File: src/rtl/ps2_event_decoder.sv
// -----------------------------------------------------------------------------
// ps2_event_decoder
//
// Folds raw PS/2 Set-2 scan bytes into single key events and queues them in a
// small first-word-fall-through FIFO for the CPU to poll.
//   - E0 prefix marks an extended key, F0 marks a release, E1 starts the
//     8-byte pause sequence, which is collapsed into one {ext=1, code=E1} event.
//   - Status/ack bytes and the E0,12 / E0,F0,12 "fake shift" bytes are dropped.
//
// Ports:
//   clk       system clock
//   rst_n     asynchronous active-low reset
//   kd, kv    raw scan byte and its one-cycle strobe
//   ev_code   key code of the head event (0 when empty)
//   ev_ext    head event carried the E0 prefix
//   ev_brk    head event is a release
//   ev_valid  FIFO non-empty
//   ev_ready  consumer pops the head when ev_valid is also high
//   ovf       sticky: an event was dropped because the FIFO was full
//   ovf_clr   clears ovf (a simultaneous drop wins)
//   count     number of events held
// -----------------------------------------------------------------------------
module ps2_event_decoder #(
   parameter int DEPTH = 8,
   parameter int AW    = 3
) (
   input  logic          clk,
   input  logic          rst_n,
   input  logic [7:0]    kd,
   input  logic          kv,
   output logic [7:0]    ev_code,
   output logic          ev_ext,
   output logic          ev_brk,
   output logic          ev_valid,
   input  logic          ev_ready,
   output logic          ovf,
   input  logic          ovf_clr,
   output logic [AW:0]   count
);

   localparam logic [AW:0] LP_FULL = (AW+1)'(DEPTH);

   typedef enum logic [2:0] {
      S_IDLE,
      S_E0,
      S_F0,
      S_E0F0,
      S_SKIP
   } state_t;

   state_t        r_state;
   state_t        w_state_nxt;
   logic [2:0]    r_skip;
   logic [2:0]    w_skip_nxt;
   logic          w_push;
   logic [9:0]    w_word;

   logic [9:0]    r_mem [DEPTH];
   logic [AW-1:0] r_wr_ptr;
   logic [AW-1:0] r_rd_ptr;
   logic [AW:0]   r_count;
   logic          r_ovf;

   logic          w_pop;
   logic          w_full;
   logic          w_wr_en;
   logic          w_drop;
   logic [9:0]    w_head;

   // Bytes the keyboard sends as status/acknowledge rather than key data.
   function automatic logic f_is_status(input logic [7:0] b);
      case (b)
         8'h00, 8'hAA, 8'hEE, 8'hFA,
         8'hFC, 8'hFD, 8'hFE, 8'hFF: f_is_status = 1'b1;
         default:                    f_is_status = 1'b0;
      endcase
   endfunction

   // ---------------------------------------------------------------------------
   // Decoder FSM: state register
   // ---------------------------------------------------------------------------
   always_ff @(posedge clk or negedge rst_n) begin
      if (!rst_n) begin
         r_state <= S_IDLE;
         r_skip  <= 3'd0;
      end else begin
         r_state <= w_state_nxt;
         r_skip  <= w_skip_nxt;
      end
   end

   // ---------------------------------------------------------------------------
   // Decoder FSM: next state and event push
   // ---------------------------------------------------------------------------
   always_comb begin
      w_state_nxt = r_state;
      w_skip_nxt  = r_skip;
      w_push      = 1'b0;
      w_word      = 10'd0;
      if (kv) begin
         case (r_state)
            S_IDLE: begin
               if (kd == 8'hE0) begin
                  w_state_nxt = S_E0;
               end else if (kd == 8'hF0) begin
                  w_state_nxt = S_F0;
               end else if (kd == 8'hE1) begin
                  w_state_nxt = S_SKIP;
                  w_skip_nxt  = 3'd7;
               end else if (!f_is_status(kd)) begin
                  w_push = 1'b1;
                  w_word = {2'b00, kd};
               end
            end
            S_E0: begin
               if (kd == 8'hF0) begin
                  w_state_nxt = S_E0F0;
               end else if (kd == 8'hE0) begin
                  w_state_nxt = S_E0;
               end else begin
                  // E0,12 is the fake shift the keyboard wraps around some keys.
                  w_state_nxt = S_IDLE;
                  if (kd != 8'h12) begin
                     w_push = 1'b1;
                     w_word = {2'b10, kd};
                  end
               end
            end
            S_F0: begin
               w_state_nxt = S_IDLE;
               w_push      = 1'b1;
               w_word      = {2'b01, kd};
            end
            S_E0F0: begin
               w_state_nxt = S_IDLE;
               if (kd != 8'h12) begin
                  w_push = 1'b1;
                  w_word = {2'b11, kd};
               end
            end
            S_SKIP: begin
               // Pause: swallow the remaining 7 bytes, emit one event on the last.
               w_skip_nxt = r_skip - 3'd1;
               if (r_skip == 3'd1) begin
                  w_state_nxt = S_IDLE;
                  w_push      = 1'b1;
                  w_word      = {2'b10, 8'hE1};
               end
            end
            default: begin
               w_state_nxt = S_IDLE;
               w_skip_nxt  = 3'd0;
            end
         endcase
      end
   end

   // ---------------------------------------------------------------------------
   // Event FIFO
   // ---------------------------------------------------------------------------
   assign w_pop   = (r_count != '0) && ev_ready;
   assign w_full  = (r_count == LP_FULL);
   // A push into a full FIFO is still accepted when the head leaves this cycle.
   assign w_wr_en = w_push && (!w_full || w_pop);
   assign w_drop  = w_push && w_full && !w_pop;

   always_ff @(posedge clk) begin
      if (w_wr_en) begin
         r_mem[r_wr_ptr] <= w_word;
      end
   end

   always_ff @(posedge clk or negedge rst_n) begin
      if (!rst_n) begin
         r_wr_ptr <= '0;
         r_rd_ptr <= '0;
         r_count  <= '0;
         r_ovf    <= 1'b0;
      end else begin
         if (w_wr_en) begin
            r_wr_ptr <= r_wr_ptr + AW'(1);
         end
         if (w_pop) begin
            r_rd_ptr <= r_rd_ptr + AW'(1);
         end
         if (w_wr_en && !w_pop) begin
            r_count <= r_count + (AW+1)'(1);
         end else if (w_pop && !w_wr_en) begin
            r_count <= r_count - (AW+1)'(1);
         end
         if (w_drop) begin
            r_ovf <= 1'b1;
         end else if (ovf_clr) begin
            r_ovf <= 1'b0;
         end
      end
   end

   // Head fields are forced to 0 while empty so they read 0 straight out of reset
   // without having to reset the storage array.
   assign w_head   = (r_count != '0) ? r_mem[r_rd_ptr] : 10'd0;
   assign ev_ext   = w_head[9];
   assign ev_brk   = w_head[8];
   assign ev_code  = w_head[7:0];
   assign ev_valid = (r_count != '0);
   assign ovf      = r_ovf;
   assign count    = r_count;

endmodule

File: config.mk
export PLATFORM = sky130hd
export DESIGN_NAME = ps2_event_decoder
export DESIGN_NICKNAME = d
export VERILOG_FILES = /design/src/rtl/ps2_event_decoder.sv
export SDC_FILE = /design/constraint.sdc
export NUM_CORES = 1
export LEC_CHECK = 0
export BUFFER_PORTS_ARGS = -buffer_cell sky130_fd_sc_hd__buf_2
export CORE_MARGIN = 4
export CORE_UTILIZATION = 50
export CTS_CLUSTER_DIAMETER = 200
export CTS_CLUSTER_SIZE = 20
export DETAILED_ROUTE_END_ITERATION = 8
export PLACE_DENSITY = 0.74
export SETUP_SLACK_MARGIN = 0.1
export SKIP_CTS_REPAIR_TIMING = 1
export SKIP_LAST_GASP = 1
export SYNTH_ARGS = -nofsm -noshare
export SYNTH_HDL_FRONTEND = slang
export SYNTH_SLANG_ARGS = --single-unit
File: constraint.sdc
create_clock -name clk -period 4.1 [get_ports clk]
set_input_delay 0.82 -clock clk [delete_from_list [all_inputs] [get_ports clk]]
set_output_delay 0.82 -clock clk [all_outputs]
set_load 0.01 [all_outputs]
==> Yosys cells after proc, flatten, opt, wreduce, memory -nomap -nowiden <==
Memories as Yosys holds them, arrays and structs flattened.
Cells that the tools add are included.
{ "totals": {"register_bits": 17, "out_inout_bits": 16, "memories": 1, "elab_cells": 99, "ramBits": 80} }
{ "classes": {"add_sub_neg": 5, "eq_ne": 22, "n_mux": 45, "n_reduce_logical": 19, "bitwise": 1} }
{ "mem_list": {"columns": ["name", "words", "width", "read_ports", "rd_clocked_by_memory_dff", "write_ports", "line", "text"], "rows": [
  ["r_mem", 8, 10, 1, 0, 1, "58", "logic [9:0] r_mem [DEPTH];"]
]} }
{ "op_table": {"columns": ["op", "count"], "rows": [
  ["$eq 8x8->1 const B", 10],
  ["$mux 10", 7],
  ["$pmux 10 s5", 1],
  ["$mux 8", 4],
  ["$mux 3", 7],
  ["$mux 1", 20],
  ["$pmux 3 s3", 2],
  ["$logic_not 8->1", 1],
  ["$mux 4", 2],
  ["$ne 2x2->1 const B", 4],
  ["$ne 8x5->1 const B", 1],
  ["$reduce_or 8->1", 1],
  ["$add 3x1->3 const B", 2],
  ["$eq 3x1->1 const B", 2],
  ["$eq 3x2->1 const B", 2],
  ["$logic_and 1x1->1", 6],
  ["$pmux 1 s5", 1],
  ["$reduce_and 5->1", 1],
  ["$add 4x1->4 const B", 1],
  ["$eq 4x4->1 const B", 1],
  ["$ne 4x4->1 const B", 1],
  ["$reduce_bool 2->1", 2],
  ["$reduce_bool 4->1", 1],
  ["$sub 4x1->4 const B", 1],
  ["9 further kinds", 11]
]} }

==> Depth between registers and ports, before layout <==
Gate-level depths: netlist of the first run.
{ "logic_depth": {"depth_word": 19, "mapped_depth": 16, "mapped_depth_nobuf": 15} }

==> Least setup slack after synthesis of the first run <==
Ideal clock, no wire load.
{ "synth_timing": {"kind": "input port to flip-flop", "from": "in kd[0]", "to": "reg r_count[3] (netlist: count[3])", "arrival_ps": 3261, "path_buffers": 1, "required_time_ps": 3972, "cell_stages": 14, "setup_slack_ps": 712, "path_cell_list": "and2b_1 > maj3_1 > a311oi_4 > o21ai_2 > buf_6 > inv_1 > ha_1 > inv_1 > ha_1 > a21o_1 > a21oi_1 > xnor2_1 > nor2_1 > xor2_1"} }
{ "synth_between": {"elab_chain_cells": 18, "elab_cells_between_ends": 34, "classes_between": "11 x eq/ne; 16 x mux; 7 x reduce/logical"} }
{ "synth_rtl": {"columns": ["item", "line", "text"], "rows": [
  ["from (decl)", "29", "input logic [7:0] kd,"],
  ["$eq 8x8->1 / $logic_not 8->1 (equally long branches)", "72", "case (b)"],
  ["$reduce_or 8->1", "72", null],
  ["$mux 1", "72", null],
  ["$mux 1", "107", "end else if (kd == 8'hE1) begin"],
  ["$mux 1", "105", "end else if (kd == 8'hF0) begin"],
  ["$mux 1", "103", "if (kd == 8'hE0) begin"],
  ["$mux 1", "101", "case (r_state)"],
  ["$mux 1", "100", "if (kv) begin"],
  ["[... 3 more ...]", null, null],
  ["$mux 1", "103", null],
  ["$pmux 1 s5 (*)", "101", null],
  ["$mux 1 (*)", "100", null],
  ["$logic_and 1x1->1 (*)", "164", "assign w_wr_en = w_push && (!w_full || w_pop);"],
  ["net w_wr_en", "66", "logic w_wr_en;"],
  ["$logic_not 1->1", "188", "end else if (w_pop && !w_wr_en) begin"],
  ["$logic_and 1x1->1", "188", null],
  ["$reduce_bool 2->1 (no source line)", null, null],
  ["to (signal assigned)", "187", "r_count <= r_count + (AW+1)'(1);"],
  ["to (signal assigned)", "189", "r_count <= r_count - (AW+1)'(1);"],
  ["to (decl)", "61", "logic [AW:0] r_count;"]
]} }
The timed path passes the listed nets; every way through them passes the cells marked *. The select of a mux whose other input is x is not followed.
A chain may end at the register's enable or synchronous reset.

==> Worst setup path after layout of the first run <==
{ "layout_timing": {"from": "reg r_rd_ptr[0]", "to": "out ev_code[5]"} }
{ "layout_between": {"elab_chain_cells": 2} }
{ "layout_rtl": {"columns": ["item", "line", "text"], "rows": [
  ["from (decl)", "60", "logic [AW-1:0] r_rd_ptr;"],
  ["from (signal assigned)", "184", "r_rd_ptr <= r_rd_ptr + AW'(1);"],
  ["$mem_v2 8x10", null, null],
  ["$mux 10", "201", "assign w_head = (r_count != '0) ? r_mem[r_rd_ptr] : 10'd0;"],
  ["to (decl)", "31", "output logic [7:0] ev_code,"]
]} }
No other way between the ends.

==> results by group, run 1 <==
Placed design
  – Placed inst area: 0.004684 mm2
  – DP HPWL: 5383 um
  – I/O Buffers: 28
  – GPL Wtd Cong: 0.8624
  – Pre-CTS setup slack: 0.5617 ns
  – Placed cell count: 410

Floorplan
  – Rows: 33
  – DIE HEIGHT: 101.4 um
  – DIE AREA: 0.01027 mm2
  – Ports: 29
  – Initial core utilization: 52.25%
  – Std-Cell Core Area: 0.008341 mm2
  – Die width: 101.4 um

Layout
  – Layout Cells excl Fill: 426
  – Nets: 337
  – Post-route cell area: 0.004905 mm2
  – ANT cells: 0
  – Filler instances: 650
  – Share of layout cells above drive strength 1: 28.04%
  – Layout overhead on the synthesized area: 12.55%
  – Post-layout util: 58.81%

STA
  – Fin crit share: 78.95%
  – Worst hold slack: 0.3766 ns
  – Final hold viol count: 0
  – Fin crit period: 3.237 ns
  – Fin. max-slew vios: 0
  – Final Worst Setup Slack: 0.8631 ns
  – Worst-margin pin slew: 1.095 ns
  – Skew final: 0.006973 ns
  – Final setup vio count: 0
  – Relative slew slack: 25.98%
  – Setup TNS: 0 ns
  – RSZ-0062 raised after global routing: false
  – FMAX: 308.9 MHz

Worst setup path
  – Worst setup path start: r_rd_ptr[0]$_DFFE_PN0P_
  – CP peak stage delay: 0.82 ns
  – Crit path DAT: 2.42 ns
  – CP delay by family, top: flip-flops
  – Reg-to-Reg Start: r_state[0]$_DFFE_PN0P_
  – Worst setup EP type: output pin
  – CP Buf/Inv Count: 2
  – Setup crit start kind: flip-flop
  – Worst path slowest cell: dfrtp_1
  – Worst Path Max Fanout: 12
  – WP data required: 3.28 ns
  – Crit-path cells: buf_4 -> mux4_2 -> mux2i_1 -> nor2_1 -> buf_2
  – WS Path Type: reg2out

Yosys
  – Adder-cell share of the synthesized area: 2.699%
  – Distinct cell type count after synthesis: 50
  – Most frequent cell after synthesis: edfxtp_1
  – Post-Synth Simple-Gate Area: 9.159%
  – Cell Area, Synth: 0.004358 mm2
  – Synth Flop Type: edfxtp_1
  – Yosys Warn Count: 0
  – Main combinational cell family by area after synthesis: multiplexers
  – Main area contributors after synthesis: edfxtp_1 (55%), mux4_2 (10%), dfrtp_1 (9.8%), mux2i_1 (2.5%), ha_1 (2.0%)
  – XOR/XNOR share of the synthesized area: 1.608%
  – Area leader, netlist: edfxtp_1
  – Post-synthesis compound-gate area fraction: 5.857%
  – Register area share after synthesis: 64.89%
  – FFs w/ async S/R, synth: 17.53%
  – Post-synth EDFFs: 80
  – Yosys top cell area share: 55.12%
  – Synth top cells by count: edfxtp_1 (80), nor2_1 (21), mux4_2 (20)
  – Syn Nets: 296
  – Multiplexer share of the synthesized area: 13.64%
  – Post-Syn Instances: 275
  – Synth Register Bits: 97
  – Mapped Avg Cell Area: 15.85 um2

Route
  – DR iter-0 viols: 134
  – Antenna viol nets, final: 0
  – DRC: 0
  – Drt wl/cell: 18.94 um
  – Via count: 2469
  – Drt pass-1 iters: 4
  – Via-to-Cell Ratio: 5.796
  – Routed wire length: 8067 um

Global routing
  – Met2 GRT Util: 27.46%
  – Grt met3 use: 3.650%
  – Met1 usage: 23.65%
  – Gr usage total: 17.22%
  – GR peak layer: met2
  – Vias in the first global route: 2426
  – Largest net degree at the start of global routing: 23
  – Initial antenna violation count: 0
  – First-pass GRT wire length: 12980 um
  – Remaining Overflow, GRT: 0

Pwr
  – Overall power: 3.412 mW
  – Worst vdd ir: 0.3320 mV
  – PD cells: 695.7 mW/mm2
  – Pleak: 1.757 nW

Clock tree
  – H-tree depth: 3
  – CTS tree: done
  – CTS sink cnt: 97
  – Clock Latency Late Sink: 0.36 ns
  – Total CTS buffers: 9
  – Clk buf depth: 2
  – Root Buffer: clkbuf_8
  – Clock transition at the registers of the reported paths: 0.10 ns

Hold path
  – Worst min path class: in2async

Run status
  – Status: finished, final reports clean

Job
  – Maxcap violations: 0
## metal layers
layer / wire length, um / part of all wire [%]
met3: 473 / 5.9
met1: 3647 / 45
met4: 78 / 0.97
met2: 3868 / 48
met5: 0 / 0
## path summary, 6_finish.rpt
check | slack, ns | cells after the start | to
worst max-delay path | 0.86 | 5 | ev_code[5]
worst min-delay path | 0.38 | 1 | r_state[1]$_DFFE_PN0P_
worst max register to register | 1.07 | 13 | count[3]$_DFFE_PN0P_
worst min register to register | 0.54 | 1 | count[3]$_DFFE_PN0P_
max in group asynchronous | 3.43 | 1 | r_rd_ptr[0]$_DFFE_PN0P_
min in group clk | 0.54 | 1 | count[3]$_DFFE_PN0P_
## flip-flops by register name (all words and copies together), names as in the netlist
register	cells
r_state	3
r_mem	80
r_rd_ptr	3
count	4
r_wr_ptr	3
ovf	1
r_skip	3
## report_power, final
| part | switching (mW) | internal, mW | total [mW] |
|---|---|---|---|
| clock | 0.363 | 0.302 | 0.665 |
| sequential | 0.249 | 1.28 | 1.53 |
| combinational | 0.602 | 0.618 | 1.22 |
| total | 1.21 | 2.20 | 3.41 |
## kinds of logic after synthesis
family                     Yosys count
AOI/OAI and AO/OA                   36
xor gates and xnor gates             8
adders and majority gates            9
buffers and inverters               22
DFF                                 97
muxes                               34
and+or+nand+nor                     69
## area by class of cell
cell class	count	area [um2]	area share (%)
sequential	97	2828	57.65
multi-input combinational	156	1443	29.41
timing repair buffer	42	245.2	5.000
tap	105	131.4	2.679
clock buffer	9	123.9	2.526
clock inverter	7	96.34	1.964
inverter	10	37.54	0.7653
## placed cells by master, fill, tap and decap left out, types with 3 or more instances in the layout
master / n
nand2_1: 11
mux2_2: 3
xnor2_1: 7
inv_1: 10
nor4_2: 5
nand3_1: 5
and2_1: 3
a21oi_1: 10
edfxtp_1: 80
mux4_2: 20
buf_4: 14
o21ai_0: 9
dfrtp_1: 17
mux2i_1: 11
ha_1: 7
buf_2: 28
nor3_1: 6
nor2_1: 21
clkbuf_8: 9
or4_1: 3
inv_8: 3
Power figures use the tool's default switching activity.
==> run 2: changes to the inputs <==
==> constraint.sdc (replaced) <==
create_clock -name clk -period 3.4 [get_ports clk]
set_input_delay 0.68 -clock clk [delete_from_list [all_inputs] [get_ports clk]]
set_output_delay 0.68 -clock clk [all_outputs]
set_load 0.01 [all_outputs]
==> results by group, run 2 (synthesis gave the netlist of run 1 again) <==
Global routing
  – Largest net degree at the start of global routing: 20 (was 23)
  – Remaining Overflow, GRT: 0 (unchanged)
  – Vias in the first global route: 2556 (was 2426)
  – Initial antenna violation count: 0 (unchanged)
  – First-pass GRT wire length: 13230 um (was 12980 um)
  – Gr usage total: 17.32% (was 17.22%)

Layout
  – Post-route cell area: 0.004932 mm2 (was 0.004905 mm2)
  – Area occupied by multi-input gates: 0.001443 mm2 (unchanged)
  – Most frequent cells in the layout: edfxtp_1 (80), buf_2 (28), nor2_1 (21) (unchanged)
  – Share of layout cells above drive strength 1: 29.14% (was 28.04%)
  – Largest Register: r_mem (unchanged)
  – Most common cell after layout, fill and taps aside: edfxtp_1 (unchanged)
  – Flip-flop and latch area: 0.002828 mm2 (unchanged)
  – ANT cells: 0 (unchanged)
  – Nets: 342 (was 337)
  – Max reg flops: 80 (unchanged)
  – Filler instances: 630 (was 650)
  – Layout overhead on the synthesized area: 13.18% (was 12.55%)

Clock tree
  – CTS sink cnt: 97 (unchanged)
  – Clock Latency Late Sink: 0.36 ns (about the same)
  – H-tree depth: 3 (unchanged)
  – Root Buffer: clkbuf_8 (unchanged)
  – CTS tree: done (unchanged)
  – Clk buf depth: 2 (unchanged)
  – Total CTS buffers: 9 (unchanged)
  – Clock transition at the registers of the reported paths: 0.10 ns (about the same)

Worst setup path
  – Worst R2R Setup Slack: 0.49 ns (was 1.07 ns)
  – WS Path Type: in2reg (was reg2out)
  – Reg-to-Reg Start: r_state[0]$_DFFE_PN0P_ (unchanged)
  – Setup crit start kind: primary input (was flip-flop)
  – WP data required: 3.66 ns (was 3.28 ns)
  – Worst setup EP type: flip-flop (was output pin)
  – Reg2Reg Capture Point: count[3]$_DFFE_PN0P_ (unchanged)
  – R2R depth: 13 (unchanged)
  – Crit path DAT: 3.29 ns (was 2.42 ns)
  – Worst Path Max Fanout: 7 (was 12)

Pwr
  – Net Sw Power: 1.469 mW (was 1.213 mW)
  – P_int: 2.612 mW (was 2.199 mW)
  – PD cells: 827.4 mW/mm2 (was 695.7 mW/mm2)
  – Reg power frac: 44.4% (was 44.8%)
  – Sw Share: 35.99% (was 35.55%)
  – Pleak: 1.778 nW (was 1.757 nW)
  – Clock Power Share: 17.6% (was 19.5%)
  – Worst vdd ir: 0.3983 mV (was 0.3320 mV)
  – Logic pwr share: 38.0% (was 35.7%)
  – Overall power: 4.081 mW (was 3.412 mW)

STA
  – FMAX: 329.5 MHz
  – Skew final: 0.01181 ns (was 0.006973 ns)
  – Fin. max-slew vios: 0 (unchanged)
  – Final setup vio count: 0 (unchanged)
  – Fin crit share: 89.26%
  – Final hold viol count: 0 (unchanged)
  – Final Worst Setup Slack: 0.3650 ns (was 0.8631 ns)
  – Fin crit period: 3.035 ns
  – Worst-margin pin slew: 1.022 ns (was 1.095 ns)
  – Setup TNS: 0 ns (unchanged)
  – RSZ-0062 raised after global routing: false (unchanged)
  – Relative slew slack: 30.90% (was 25.98%)

Placed design
  – DP HPWL: 5647 um (was 5383 um)
  – Placed inst area: 0.004735 mm2 (was 0.004684 mm2)
  – I/O Buffers: 28 (unchanged)
  – GPL Wtd Cong: 0.8548 (was 0.8624)
  – Pre-CTS setup slack: -0.03864 ns (was 0.5617 ns)

Route
  – DRC: 0 (unchanged)
  – DR iter-0 viols: 103 (was 134)
  – Drt pass-1 iters: 4 (unchanged)
  – Via-to-Cell Ratio: 5.712 (was 5.796)
  – Drt wl/cell: 18.82 um (was 18.94 um)
  – Antenna viol nets, final: 0 (unchanged)
  – Routed wire length: 8110 um (was 8067 um)
  – Via count: 2462 (was 2469)

Floorplan
  – Ports: 29 (unchanged)
  – DIE AREA: 0.01027 mm2 (unchanged)
  – Initial core utilization: 52.25% (unchanged)
  – Die width: 101.4 um (unchanged)
  – DIE HEIGHT: 101.4 um (unchanged)
  – Rows: 33 (unchanged)
  – Std-Cell Core Area: 0.008341 mm2 (unchanged)

Job
  – Maxcap violations: 0 (unchanged)

Run status
  – Status: finished, final reports clean (unchanged)

Hold path
  – Worst min path class: in2async (unchanged)
run 2: metrics by stage:
| step | hold slack, ns | cells | util, % |
|---|---|---|---|
| final | 0.2298 | 431 | 59.14 |
| after detailed placement | 0.5158 | 415 | 56.77 |
| after floorplan | 0.3844 | 275 | - |
| after global routing | 0.2263 | 431 | 59.14 |
| after CTS | 0.2251 | 431 | 59.14 |
| after global placement | 0.5078 | 415 | 56.77 |
run 2: worst max-delay path by stage:
| stage | startpoint | to | slack [ns] | cells after the start |
|---|---|---|---|---|
| floorplan | kd[0] | count[3]$_DFFE_PN0P_ | 0.15 | 14 |
| global placement | kd[1] | count[3]$_DFFE_PN0P_ | 0.08 | 14 |
| detailed placement | kd[1] | count[3]$_DFFE_PN0P_ | -0.04 | 14 |
| CTS | kd[1] | count[3]$_DFFE_PN0P_ | 0.36 | 14 |
| global route | kd[1] | count[3]$_DFFE_PN0P_ | 0.16 | 14 |
| finish | kd[1] | count[3]$_DFFE_PN0P_ | 0.37 | 14 |
run 2: final cells by class:
type	instances	area share [%]
Clock inverter	7	1.497
Tap cell	105	2.664
Inverter	10	0.7610
Multi-Input combinational cell	156	29.25
Sequential cell	97	57.33
Clock buffer	9	2.511
Timing Repair Buffer	47	5.987
run 2: critical path, stage by stage:
cell	delay (ns)
buf_2	0.13
or4_1	0.57
nor3_1	0.24
o211ai_1	0.19
o21ai_2	0.17
inv_1	0.06
ha_1	0.20
inv_1	0.12
ha_1	0.25
a21o_1	0.17
a21oi_1	0.18
xnor2_1	0.14
nor2_1	0.06
xor2_1	0.14
run 2: per-layer routing:
metal | vias to the layer above | GRT usage, % | wire length [um]
met5 | - | 0 | 0
met4 | 0 | 3.988 | 75
met3 | 9 | 4.614 | 420
met2 | 64 | 28.27 | 4070
met1 | 1220 | 23.56 | 3544
li1 | 1169 | - | -
run 2: power groups by stage:
stage               Clock, mW  Sequential, mW  Combinational (mW)
detailed placement          0            1.84                1.57
global placement            0            1.83                1.52
CTS                     0.735            1.82                1.58
global route            0.792            1.85                1.72
finish                  0.719            1.81                1.55
floorplan                   0            1.69                1.21
==> run 3: changes to the inputs <==
--- a/config.mk
+++ b/config.mk
@@ -12,7 +12,7 @@
 export CTS_CLUSTER_SIZE = 20
 export DETAILED_ROUTE_END_ITERATION = 8
 export PLACE_DENSITY = 0.74
-export SETUP_SLACK_MARGIN = 0.1
+export RECOVER_POWER = 100
 export SKIP_CTS_REPAIR_TIMING = 1
 export SKIP_LAST_GASP = 1
 export SYNTH_ARGS = -nofsm -noshare
==> results by group, run 3 (synthesis gave the netlist of run 1 again) <==
STA
  – Final setup vio count: 0 (unchanged)
  – Worst-margin pin slew: 1.071 ns (was 1.022 ns)
  – Relative slew slack: 27.62% (was 30.90%)
  – Fin. max-slew vios: 0 (unchanged)
  – Final Worst Setup Slack: 0.3010 ns (was 0.3650 ns)
  – RSZ-0062 raised after global routing: false (unchanged)
  – Fin crit period: 3.099 ns (was 3.035 ns)
  – Skew final: 0.01376 ns (was 0.01181 ns)
  – Final hold viol count: 0 (unchanged)
  – Fin crit share: 91.15% (was 89.26%)
  – FMAX: 322.7 MHz (was 329.5 MHz)

Layout
  – Layout overhead on the synthesized area: 10.91% (was 13.18%)
  – Filler instances: 657 (was 630)
  – Share of layout cells above drive strength 1: 18.71% (was 29.14%)
  – Most frequent cells in the layout: edfxtp_1 (80), clkbuf_1 (33), nor2_1 (21) (was edfxtp_1 (80), buf_2 (28), nor2_1 (21))
  – ANT cells: 0 (unchanged)
  – Largest Register: r_mem (unchanged)
  – Nets: 342 (unchanged)
  – Most common cell after layout, fill and taps aside: edfxtp_1 (unchanged)
  – Max reg flops: 80 (unchanged)

Worst setup path
  – Worst setup EP type: flip-flop (unchanged)
  – Crit path top cell by count: clkbuf_1
  – CP Buf/Inv Count: 2 (was 3)
  – CP peak stage delay: 0.61 ns (was 0.57 ns)
  – Worst Path Max Fanout: 10 (was 7)
  – Crit-path cells: or2_0 -> a311o_1 -> a311oi_1 -> o21ai_2 -> clkbuf_1 -> nor4_2 -> clkbuf_1 (was buf_2 -> or4_1 -> nor3_1 -> o211ai_1 -> o21ai_2 -> inv_1 -> ha_1 -> inv_1 -> ha_1 -> a21o_1 -> a21oi_1 -> xnor2_1 -> nor2_1 -> xor2_1)
  – WP data required: 3.40 ns (was 3.66 ns)
  – CP delay by family, top: buffers and inverters (was simple AND/OR/NAND/NOR gates)
  – WS Path Type: reg2reg (was in2reg)
  – Crit path DAT: 3.09 ns (was 3.29 ns)
  – Setup crit start kind: flip-flop (was primary input)
  – Worst path slowest cell: clkbuf_1 (was or4_1)

Pwr
  – Pleak: 1.660 nW (was 1.778 nW)
  – PD cells: 828.9 mW/mm2 (was 827.4 mW/mm2)
  – Worst vdd ir: 0.3925 mV (was 0.3983 mV)
  – Overall power: 4.006 mW (was 4.081 mW)

Floorplan
  – Std-Cell Core Area: 0.008341 mm2 (unchanged)
  – DIE AREA: 0.01027 mm2 (unchanged)
  – Initial core utilization: 52.25% (unchanged)
  – Rows: 33 (unchanged)
  – Die width: 101.4 um (unchanged)
  – DIE HEIGHT: 101.4 um (unchanged)
  – Ports: 29 (unchanged)

Route
  – Drt pass-1 iters: 4 (unchanged)
  – Drt wl/cell: 18.91 um (was 18.82 um)
  – Antenna viol nets, final: 0 (unchanged)
  – DRC: 0 (unchanged)
  – Routed wire length: 8151 um (was 8110 um)
  – DR iter-0 viols: 95 (was 103)
  – Via count: 2493 (was 2462)
  – Via-to-Cell Ratio: 5.784 (was 5.712)

Global routing
  – Vias in the first global route: 2556 (unchanged)
  – Gr usage total: 17.32% (unchanged)
  – First-pass GRT wire length: 13230 um (unchanged)
  – Remaining Overflow, GRT: 0 (unchanged)
  – Initial antenna violation count: 0 (unchanged)
  – Largest net degree at the start of global routing: 20 (unchanged)

Run status
  – Status: finished, final reports clean (unchanged)

Placed design
  – GPL Wtd Cong: 0.8548 (unchanged)
  – I/O Buffers: 28 (unchanged)
  – DP HPWL: 5647 um (unchanged)
  – Pre-CTS setup slack: -0.03864 ns (unchanged)

Job
  – Maxcap violations: 0 (unchanged)

Clock tree
  – Total CTS buffers: 9 (unchanged)
  – CTS tree: done (unchanged)
  – H-tree depth: 3 (unchanged)
  – Clk buf depth: 2 (unchanged)
  – Root Buffer: clkbuf_8 (unchanged)
  – Clock transition at the registers of the reported paths: 0.10 ns (about the same)
  – Clock Latency Late Sink: 0.37 ns (was 0.36 ns)
  – CTS sink cnt: 97 (unchanged)

Hold path
  – Worst min path class: in2async (unchanged)
==> run 3: through the flow <==
| stage | cell area, um2 | cells | TNS [ns] | hold slack (ns) | util, % |
|---|---|---|---|---|---|
| after floorplan | 4358 | 275 | 0 | 0.3844 | - |
| after global routing | 4833 | 431 | 0 | 0.4757 | 57.95 |
| after CTS | 4932 | 431 | 0 | 0.2251 | 59.14 |
| after global placement | 4735 | 415 | 0 | 0.5078 | 56.77 |
| final | 4833 | 431 | 0 | 0.4309 | 57.95 |
| after detailed placement | 4735 | 415 | -0.03864 | 0.5158 | 56.77 |
==> run 3: path summary, 6_finish.rpt <==
| check | start | end | slack, ns | cells after the start |
|---|---|---|---|---|
| max in group asynchronous | rst_n | r_rd_ptr[2]$_DFFE_PN0P_ | 2.38 | 1 |
| setup reg to reg | r_state[0]$_DFFE_PN0P_ | r_mem[2][0]$_DFFE_PP_ | 0.30 | 7 |
| setup / recovery | r_state[0]$_DFFE_PN0P_ | r_mem[2][0]$_DFFE_PP_ | 0.30 | 7 |
| min in group clk | ovf_clr | ovf$_DFFE_PN0P_ | 0.50 | 2 |
| hold reg to reg | r_skip[0]$_DFFE_PN0P_ | r_skip[0]$_DFFE_PN0P_ | 0.54 | 1 |
| hold / removal | rst_n | r_skip[2]$_DFFE_PN0P_ | 0.43 | 1 |
==> run 3: layout make-up <==
cell class / instances / area [um2] / area share (%)
sequential: 97 / 2828 / 58.50
multi-input combinational: 156 / 1425 / 29.48
timing repair buffer: 47 / 214.0 / 4.427
tap: 105 / 131.4 / 2.718
clock buffer: 9 / 123.9 / 2.563
clock inverter: 7 / 73.82 / 1.527
inverter: 10 / 37.54 / 0.7766
==> run 3: per-layer routing <==
| layer | up-vias | global-route usage, % | wire (um) |
|---|---|---|---|
| met2 | 63 | 28.27 | 4080 |
| met3 | 10 | 4.614 | 459 |
| met4 | 0 | 3.988 | 110 |
| met1 | 1246 | 23.56 | 3501 |
| li1 | 1174 | - | - |
| met5 | - | 0 | 0 |
==> run 3: where the power goes <==
group          switching [mW]  internal, mW
clock network           0.434         0.287
logic                   0.769         0.699
registers               0.271          1.55
total                    1.47          2.53
==> run 3: worst register-to-register path, cell delays in order, from the launching register on <==
cell	delay [ns]
dfrtp_1	0.47
or2_0	0.26
a311o_1	0.35
a311oi_1	0.41
o21ai_2	0.13
clkbuf_1	0.29
nor4_2	0.21
clkbuf_1	0.61
